===== config.mk =====
export PLATFORM = sky130hd
export DESIGN_NAME = display_scan_ctrl
export DESIGN_NICKNAME = d
export VERILOG_FILES = /design/src/rtl/display_scan_ctrl.sv
export SDC_FILE = /design/constraint.sdc
export NUM_CORES = 1
export LEC_CHECK = 0
export BUFFER_PORTS_ARGS = -buffer_cell sky130_fd_sc_hd__buf_2
export CORE_MARGIN = 2
export CORE_UTILIZATION = 39
export DETAILED_ROUTE_END_ITERATION = 10
export SYNTH_ARGS = -nofsm -noshare
export SYNTH_HDL_FRONTEND = slang
export SYNTH_SLANG_ARGS = --single-unit

===== constraint.sdc =====
create_clock -name clk -period 2.2 [get_ports clk]
set_clock_uncertainty 0.1 [all_clocks]
set_input_delay 0.33 -clock clk [delete_from_list [all_inputs] [get_ports clk]]
set_output_delay 0.33 -clock clk [all_outputs]
set_load 0.005 [all_outputs]

===== src/rtl/display_scan_ctrl.sv =====
// display_scan_ctrl
//   Time-multiplexed scan controller for a common-anode 7-segment display bank.
//   One BCD-to-segment decoder is shared by DIGITS digits: the controller walks
//   through the digits, enabling one active-low anode at a time, and puts an
//   all-dark blanking gap in front of every digit so no ghost image is seen.
//   New values are loaded into a pending register at any time and are moved to
//   the displayed (shadow) register only at a frame boundary.
//
// Ports
//   clk          system clock, rising edge
//   rst_n        asynchronous active-low reset
//   enable       1 = scanning, 0 = display dark
//   load         1-cycle strobe, captures digits_bcd into the pending register
//   digits_bcd   packed BCD, digit i = [4i+3:4i], digit DIGITS-1 most significant
//   lz_suppress  1 = blank leading zeros (digit 0 is always shown)
//   bcd_sel      code to the decoder, 4'hF = blank
//   an_n         active-low anode enables, at most one bit low
//   frame_done   1-cycle pulse after the last DRIVE cycle of the last digit

module display_scan_ctrl #(
  parameter int DIGITS       = 4,
  parameter int DRIVE_CYCLES = 1000,
  parameter int BLANK_CYCLES = 16
) (
  input  logic                  clk,
  input  logic                  rst_n,
  input  logic                  enable,
  input  logic                  load,
  input  logic [4*DIGITS-1:0]   digits_bcd,
  input  logic                  lz_suppress,
  output logic [3:0]            bcd_sel,
  output logic [DIGITS-1:0]     an_n,
  output logic                  frame_done
);

  localparam int CNT_MAX = (DRIVE_CYCLES > BLANK_CYCLES) ? DRIVE_CYCLES : BLANK_CYCLES;
  localparam int CNT_W   = (CNT_MAX > 1) ? $clog2(CNT_MAX) : 1;
  localparam int IDX_W   = $clog2(DIGITS);

  localparam logic [CNT_W-1:0] BLANK_LAST = CNT_W'(BLANK_CYCLES - 1);
  localparam logic [CNT_W-1:0] DRIVE_LAST = CNT_W'(DRIVE_CYCLES - 1);
  localparam logic [IDX_W-1:0] IDX_LAST   = IDX_W'(DIGITS - 1);
  localparam logic [3:0]       BLANK_CODE = 4'hF;

  typedef enum logic [1:0] {
    ST_IDLE,
    ST_BLANK,
    ST_DRIVE
  } state_t;

  state_t                state_q, state_d;
  logic [IDX_W-1:0]      idx_q, idx_d;
  logic [CNT_W-1:0]      cnt_q, cnt_d;
  logic [4*DIGITS-1:0]   pending_q, pending_d;
  logic [4*DIGITS-1:0]   shadow_q, shadow_d;
  logic [DIGITS-1:0]     an_n_q, an_n_d;
  logic [3:0]            bcd_sel_q, bcd_sel_d;
  logic                  frame_done_q, frame_done_d;

  logic [3:0]            cur_digit;
  logic                  upper_zero;
  logic                  lz_blank;
  logic [DIGITS-1:0]     drive_an;

  // Pick the shadow digit for the current index and decide whether it is a
  // leading zero (this digit and every more significant one are zero).
  always_comb begin
    cur_digit  = 4'h0;
    upper_zero = 1'b1;
    drive_an   = '1;
    for (int j = 0; j < DIGITS; j++) begin
      if (IDX_W'(j) == idx_q) begin
        cur_digit   = shadow_q[4*j +: 4];
        drive_an[j] = 1'b0;
      end
      if (j >= int'(idx_q) && shadow_q[4*j +: 4] != 4'h0) begin
        upper_zero = 1'b0;
      end
    end
    lz_blank = lz_suppress && (idx_q != '0) && upper_zero;
  end

  // Next-state logic. Outputs are computed here for the state being entered
  // and registered, so the anode and its code switch on the same edge, and
  // they are only ever loaded on the BLANK->DRIVE edge. The segment code is
  // therefore held for the whole DRIVE slot, which keeps a lit digit from
  // ever showing another code; lz_suppress is taken on that same edge.
  always_comb begin
    state_d      = state_q;
    idx_d        = idx_q;
    cnt_d        = cnt_q;
    pending_d    = load ? digits_bcd : pending_q;
    shadow_d     = shadow_q;
    an_n_d       = an_n_q;
    bcd_sel_d    = bcd_sel_q;
    frame_done_d = 1'b0;

    if (!enable) begin
      state_d   = ST_IDLE;
      idx_d     = '0;
      cnt_d     = '0;
      an_n_d    = '1;
      bcd_sel_d = BLANK_CODE;
    end else begin
      unique case (state_q)
        ST_IDLE: begin
          state_d   = ST_BLANK;
          idx_d     = '0;
          cnt_d     = '0;
          shadow_d  = pending_d;
          an_n_d    = '1;
          bcd_sel_d = BLANK_CODE;
        end
        ST_BLANK: begin
          if (cnt_q == BLANK_LAST) begin
            state_d   = ST_DRIVE;
            cnt_d     = '0;
            an_n_d    = drive_an;
            bcd_sel_d = lz_blank ? BLANK_CODE : cur_digit;
          end else begin
            cnt_d = cnt_q + CNT_W'(1);
          end
        end
        ST_DRIVE: begin
          if (cnt_q == DRIVE_LAST) begin
            state_d   = ST_BLANK;
            cnt_d     = '0;
            an_n_d    = '1;
            bcd_sel_d = BLANK_CODE;
            if (idx_q == IDX_LAST) begin
              // Frame boundary: the only place the displayed value changes.
              idx_d        = '0;
              frame_done_d = 1'b1;
              shadow_d     = pending_d;
            end else begin
              idx_d = idx_q + IDX_W'(1);
            end
          end else begin
            cnt_d = cnt_q + CNT_W'(1);
          end
        end
        default: begin
          state_d   = ST_IDLE;
          idx_d     = '0;
          cnt_d     = '0;
          an_n_d    = '1;
          bcd_sel_d = BLANK_CODE;
        end
      endcase
    end
  end

  // State and output registers with asynchronous reset to a dark display.
  always_ff @(posedge clk or negedge rst_n) begin
    if (!rst_n) begin
      state_q      <= ST_IDLE;
      idx_q        <= '0;
      cnt_q        <= '0;
      pending_q    <= '0;
      shadow_q     <= '0;
      an_n_q       <= '1;
      bcd_sel_q    <= BLANK_CODE;
      frame_done_q <= 1'b0;
    end else begin
      state_q      <= state_d;
      idx_q        <= idx_d;
      cnt_q        <= cnt_d;
      pending_q    <= pending_d;
      shadow_q     <= shadow_d;
      an_n_q       <= an_n_d;
      bcd_sel_q    <= bcd_sel_d;
      frame_done_q <= frame_done_d;
    end
  end

  assign an_n       = an_n_q;
  assign bcd_sel    = bcd_sel_q;
  assign frame_done = frame_done_q;

endmodule


Word-level counts from Yosys, hierarchy flattened
Index checks and enable logic that the tools add are counted.
Word-level totals
  flip-flop bits (word level): 55
  bits of input ports: 21
Cells by class
  $add $sub $neg: 2
  eq/ne operators: 13
  mux-type cells: 40
  order comparisons: 3
  reductions and logical operators: 16
Operators by type and width (count)
  16-bit two-way mux: 3
  4-bit two-way mux: 10
  16-bit case mux with 2 select lines: 1
  10-bit two-way mux: 3
  10-bit case mux with 2 select lines: 1
  4-bit case mux with 2 select lines: 2
  4-bit nonzero test: 4
  1-bit two-way mux: 12
  2-bit two-way mux: 6
  10-bit by 1-bit adder with 10-bit output, second input constant: 1
  10-bit == test, second input constant: 1
  10-bit by 4-bit == test with 1-bit output, second input constant: 1
  2-bit != test, second input constant: 3
  3-bit != test, second input constant: 2
  2-bit case mux with 3 select lines: 1
  1-bit logical AND: 5
  2-bit == test, first input constant: 2
  2-bit == test, second input constant: 2
  1-bit by 2-bit >= comparator with 1-bit output, first input constant: 2
  2-bit logical NOT: 2
  2-bit case mux with 2 select lines: 1
  2-bit AND reduction: 2
  4-bit AND reduction: 1
  2-bit nonzero test: 2
  4 further kinds: 4

Longest topological paths before layout
  depth after elaboration: 11
  mapped depth: 7

Least setup slack after synthesis
Ideal clock, no wire load.
  path kind: reg2reg
  start point: reg state_q[0]
  end point: reg shadow_q[10]
  setup slack: 333 ps
  required time: 1975 ps
  cell stages (with the launch flop): 7
  arrival time: 1642 ps
  path through: dfrtp_1 -> inv_1 -> ha_1 -> and2_0 -> a31oi_4 -> buf_6 -> mux2_4
On the way
  longest elaborated chain between the ends: 3
  elaborated cells on any way between the ends: 7
  classes of those cells: eq/ne: 3; mux: 1; reduce/logical: 3
RTL lines
  start: declaration: RTL line 51  | state_t state_q, state_d;
  start signal: assignment: RTL line 165  | state_q <= state_d;
  2-bit == test / 2-bit logical NOT (equally long branches): RTL line 105  | unique case (state_q)
  2-bit != test (no line) / 2-bit nonzero test (equally long branches)
  4-bit AND reduction (no line)
  end signal: assignment: RTL line 169  | shadow_q <= shadow_d;
  end: declaration: RTL line 55  | logic [4*DIGITS-1:0] shadow_q, shadow_d;
Several ways; a longest one is shown, not always the timed one.
A chain may end at the register's enable or synchronous reset.

Final worst setup path
  start point: reg state_q[0]
  end point: reg shadow_q[15]
Same word-level chain as after synthesis.

==> impl_metrics.sql <==
INSERT INTO impl_metrics (metric_group, metric, value, unit) VALUES
('logic_synthesis', 'synth.top_cells.by_area', 'sky130_fd_sc_hd__dfrtp_1, sky130_fd_sc_hd__mux2_2, sky130_fd_sc_hd__dfstp_2', ''),
('finish', 'fillerInstances', '636', ''),
('run', 'max_cap_viol_count', '0', ''),
('setup_path', 'crit_type', 'flip-flop to flip-flop', ''),
('place', 'rd_place_congestion', '0.808', ''),
('setup_path', 'timing.critical_path.from', 'state_q[0]', ''),
('floorplanning', 'io_pins', '30', ''),
('finish', 'final_design_area_no_fill', '2990', 'um2'),
('power_and_ir_drop', 'pwr_density_cell', '928', 'nW/um2'),
('detailed_routing', 'post_drt_wl_per_cell', '14.7', 'um'),
('global_routing', 'number_of_antenna_violations_at_the_first_check_in_global_routing', '0', ''),
('sta', 'layout_min_cycle_time', '1950', 'ps'),
('detailed_routing', 'initialDrtViolationCount', '88', ''),
('power_and_ir_drop', 'p_total', '2.78', 'mW'),
('detailed_routing', 'vias', '1732', ''),
('detailed_routing', 'total_routed_length', '4890', 'um'),
('place', 'io_buffer_count', '29', ''),
('finish', 'share_of_cells_above_drive_strength_1', '0.349', ''),
('detailed_routing', 'drcViolationCount', '0', ''),
('setup_path', 'end_kind', 'flip-flop', ''),
('logic_synthesis', 'syn_inst', '221', ''),
('place', 'place_area', '2900', 'um2'),
('floorplanning', 'full_die_area', '7470', 'um2'),
('floorplanning', 'floorplan.initialDensity', '0.397', ''),
('setup_path', 'worstPathArrival', '2050', 'ps'),
('global_routing', 'vias_in_the_first_global_route', '1703', ''),
('setup_path', 'worstPathCellList', 'inv_1, ha_1, and2_0, a31oi_4, buf_12, mux2_2', ''),
('finish', 'num-nets-final', '282', ''),
('setup_path', 'rr_startpoint', 'state_q[0]', ''),
('setup_path', 'gate_family_responsible_for_the_most_delay_along_the_worst_path', 'flip-flops', ''),
('detailed_routing', 'number_of_iterations_in_the_first_detailed_routing_pass', '4', ''),
('logic_synthesis', 'mappedNetlistNets', '252', ''),
('sta', 'worstMarginPinSlew', '576', 'ps'),
('setup_path', 'critPathSlowestCell', 'sky130_fd_sc_hd__dfrtp_1', ''),
('logic_synthesis', 'netlist.top_cell.by_area', 'sky130_fd_sc_hd__dfrtp_1', ''),
('global_routing', 'grt_max_degree', '33', ''),
('sta', 'finalHoldWorstSlack', '165', 'ps'),
('power_and_ir_drop', 'irDropWorstVdd', '356', 'uV'),
('logic_synthesis', 'synth_top_cell_area_share', '0.444', ''),
('clocking', 'cts.reportedPaths.clkPinSlew', '100', 'ps'),
('floorplanning', 'placeableCoreArea', '6680', 'um2'),
('logic_synthesis', 'synth.lib_cells_used.distinct', '37', ''),
('logic_synthesis', 'synth.ff_latch_count', '55', ''),
('finish', 'ff_latch_area', '1390', 'um2'),
('sta', 'setup_viol', '0', ''),
('sta', 'finalCritPeriodShare', '0.885', ''),
('clocking', 'clock_sink_count', '55', ''),
('setup_path', 'cp.buffers_inverters', '2', ''),
('sta', 'rsz0062_at_grt', 'no', ''),
('finish', 'antenna-diode-count', '0', ''),
('run_status', 'status', 'finished, final reports clean', ''),
('place', 'final_hpwl_from_detailed_placement', '3510', 'um'),
('sta', 'timing.max_slew.rel_slack', '0.616', ''),
('clocking', 'h-tree-depth', '2', ''),
('clocking', 'clock_latency', '310', 'ps'),
('finish', 'syn_to_final_growth', '13.0', '%'),
('logic_synthesis', 'synthesis.yosys.warnings', '0', ''),
('clocking', 'clock-root-buffer', 'sky130_fd_sc_hd__clkbuf_8', ''),
('floorplanning', 'dieWidth', '86.4', 'um'),
('clocking', 'cts_tree', 'done', ''),
('setup_path', 'crit_fanout', '16', ''),
('clocking', 'cts-resized-gates', '0', ''),
('floorplanning', 'die_height', '86.4', 'um'),
('logic_synthesis', 'synth_area', '2650', 'um2'),
('worst_hold_path', 'timing.hold.worst.class', 'input port to flip-flop', ''),
('power_and_ir_drop', 'p_leak', '1.35', 'nW'),
('detailed_routing', 'antenna_violating_nets_post_route', '0', ''),
('logic_synthesis', 'synth_seq_area_share', '0.523', ''),
('logic_synthesis', 'post_synth.cell_area_avg', '12.0', 'um2'),
('sta', 'report.final.hold_viol_count', '0', ''),
('worst_hold_path', 'hold_start', 'digits_bcd[13]', '');
==> metal layers <==
metal / GRT usage / vias to the layer above / wire (um)
met4: 0.0497 / 0 / 72
met1: 0.214 / 842 / 2430
met3: 0.0352 / 5 / 230
met5: 0 / - / 0
li1: - / 845 / -
met2: 0.203 / 40 / 2150
==> cell families after synthesis <==
logic type | Yosys count | synth area share
simple gates | 44 | 0.0968
compound gates | 47 | 0.113
fa+ha+maj | 10 | 0.0472
mux | 32 | 0.150
flops | 55 | 0.523
xor+xnor | 8 | 0.0264
buf+inv | 25 | 0.0434
==> power by group <==
| part | switching (mW) | total [mW] | internal [mW] | leakage (nW) |
|---|---|---|---|---|
| registers | 0.162 | 1.42 | 1.26 | 0.667 |
| logic | 0.355 | 0.794 | 0.438 | 0.638 |
| clock network | 0.337 | 0.566 | 0.230 | 0.0418 |
==> cell usage after synthesis <==
cell type,count
sky130_fd_sc_hd__buf_1,1
sky130_fd_sc_hd__nand4_2,1
sky130_fd_sc_hd__ha_1,10
sky130_fd_sc_hd__nand4_1,3
sky130_fd_sc_hd__xnor2_1,3
sky130_fd_sc_hd__and2_0,1
sky130_fd_sc_hd__nand3_1,4
sky130_fd_sc_hd__nor3_4,1
sky130_fd_sc_hd__a22oi_1,4
sky130_fd_sc_hd__mux2_2,22
sky130_fd_sc_hd__a31o_2,1
sky130_fd_sc_hd__nor2_1,12
sky130_fd_sc_hd__o21ai_0,9
sky130_fd_sc_hd__o31ai_1,2
sky130_fd_sc_hd__clkbuf_1,5
sky130_fd_sc_hd__o2111ai_1,2
sky130_fd_sc_hd__o21a_1,1
sky130_fd_sc_hd__nor4bb_1,1
sky130_fd_sc_hd__and3_1,4
sky130_fd_sc_hd__a21oi_1,17
sky130_fd_sc_hd__buf_6,2
sky130_fd_sc_hd__o31a_1,1
sky130_fd_sc_hd__xor2_1,5
sky130_fd_sc_hd__nor4_1,4
sky130_fd_sc_hd__dfstp_2,8
sky130_fd_sc_hd__a31oi_4,1
sky130_fd_sc_hd__nand2_1,6
sky130_fd_sc_hd__nand4b_2,1
sky130_fd_sc_hd__mux2_4,10
sky130_fd_sc_hd__dfrtp_1,47
sky130_fd_sc_hd__a21bo_2,1
sky130_fd_sc_hd__buf_2,5
sky130_fd_sc_hd__a31oi_1,8
sky130_fd_sc_hd__and4_1,1
sky130_fd_sc_hd__inv_1,12
sky130_fd_sc_hd__and2_1,4
sky130_fd_sc_hd__nor2b_1,1
==> what timing repair did <==
item / 4_1_cts / 5_1_grt
hold buffers: 1 / 0
endpoints found under the hold margin: 23 / 0
buffers inserted: 0 / 0
==> state kept, by name (all words and copies together) (netlist names) <==
register    cells
an_n            4
bcd_sel         4
cnt_q          10
frame_done      1
idx_q           2
pending_q      16
shadow_q       16
state_q         2
==> layout by cell type, fill, tap and decap left out, drive strengths merged, types with 2 or more instances in the layout <==
master and n:
nor4 4, nand4 4, and2 5, nand2 6
dfrtp 47, clkbuf 6, inv 13, nor2 12
ha 10, o2111ai 2, a31oi 9, xor2 5
a21oi 17, and3 4, xnor2 3, mux2 32
o21ai 9, buf 35, a22oi 4, dfstp 8
nand3 4, o31ai 2
==> metrics by stage <==
| step | instances | utilization | setup slack, ps |
|---|---|---|---|
| after floorplan | 221 | - | 333 |
| after global placement | 323 | 0.433 | 305 |
| after detailed placement | 323 | 0.433 | 272 |
| after CTS | 332 | 0.448 | 247 |
| after global routing | 332 | 0.448 | 142 |
| final | 332 | 0.448 | 254 |
==> final timing paths <==
check,to,slack (ps),cells past startpoint
setup / recovery,shadow_q[15],250,6
hold / removal,pending_q[13],170,2
setup reg to reg,shadow_q[15],250,6
hold reg to reg,cnt_q[0],360,1
max in group asynchronous,an_n[2],910,3
min in group asynchronous,pending_q[10],440,2
==> cell type report <==
class                      instances  share of cell area
tap                               80              0.0334
inverter                          12              0.0150
clock inverter                     2             0.00543
sequential                        55               0.463
multi-input combinational        141               0.384
clock buffer                       6              0.0242
timing repair buffer              36              0.0752
Note: power is estimated with default switching activity, not from simulation.
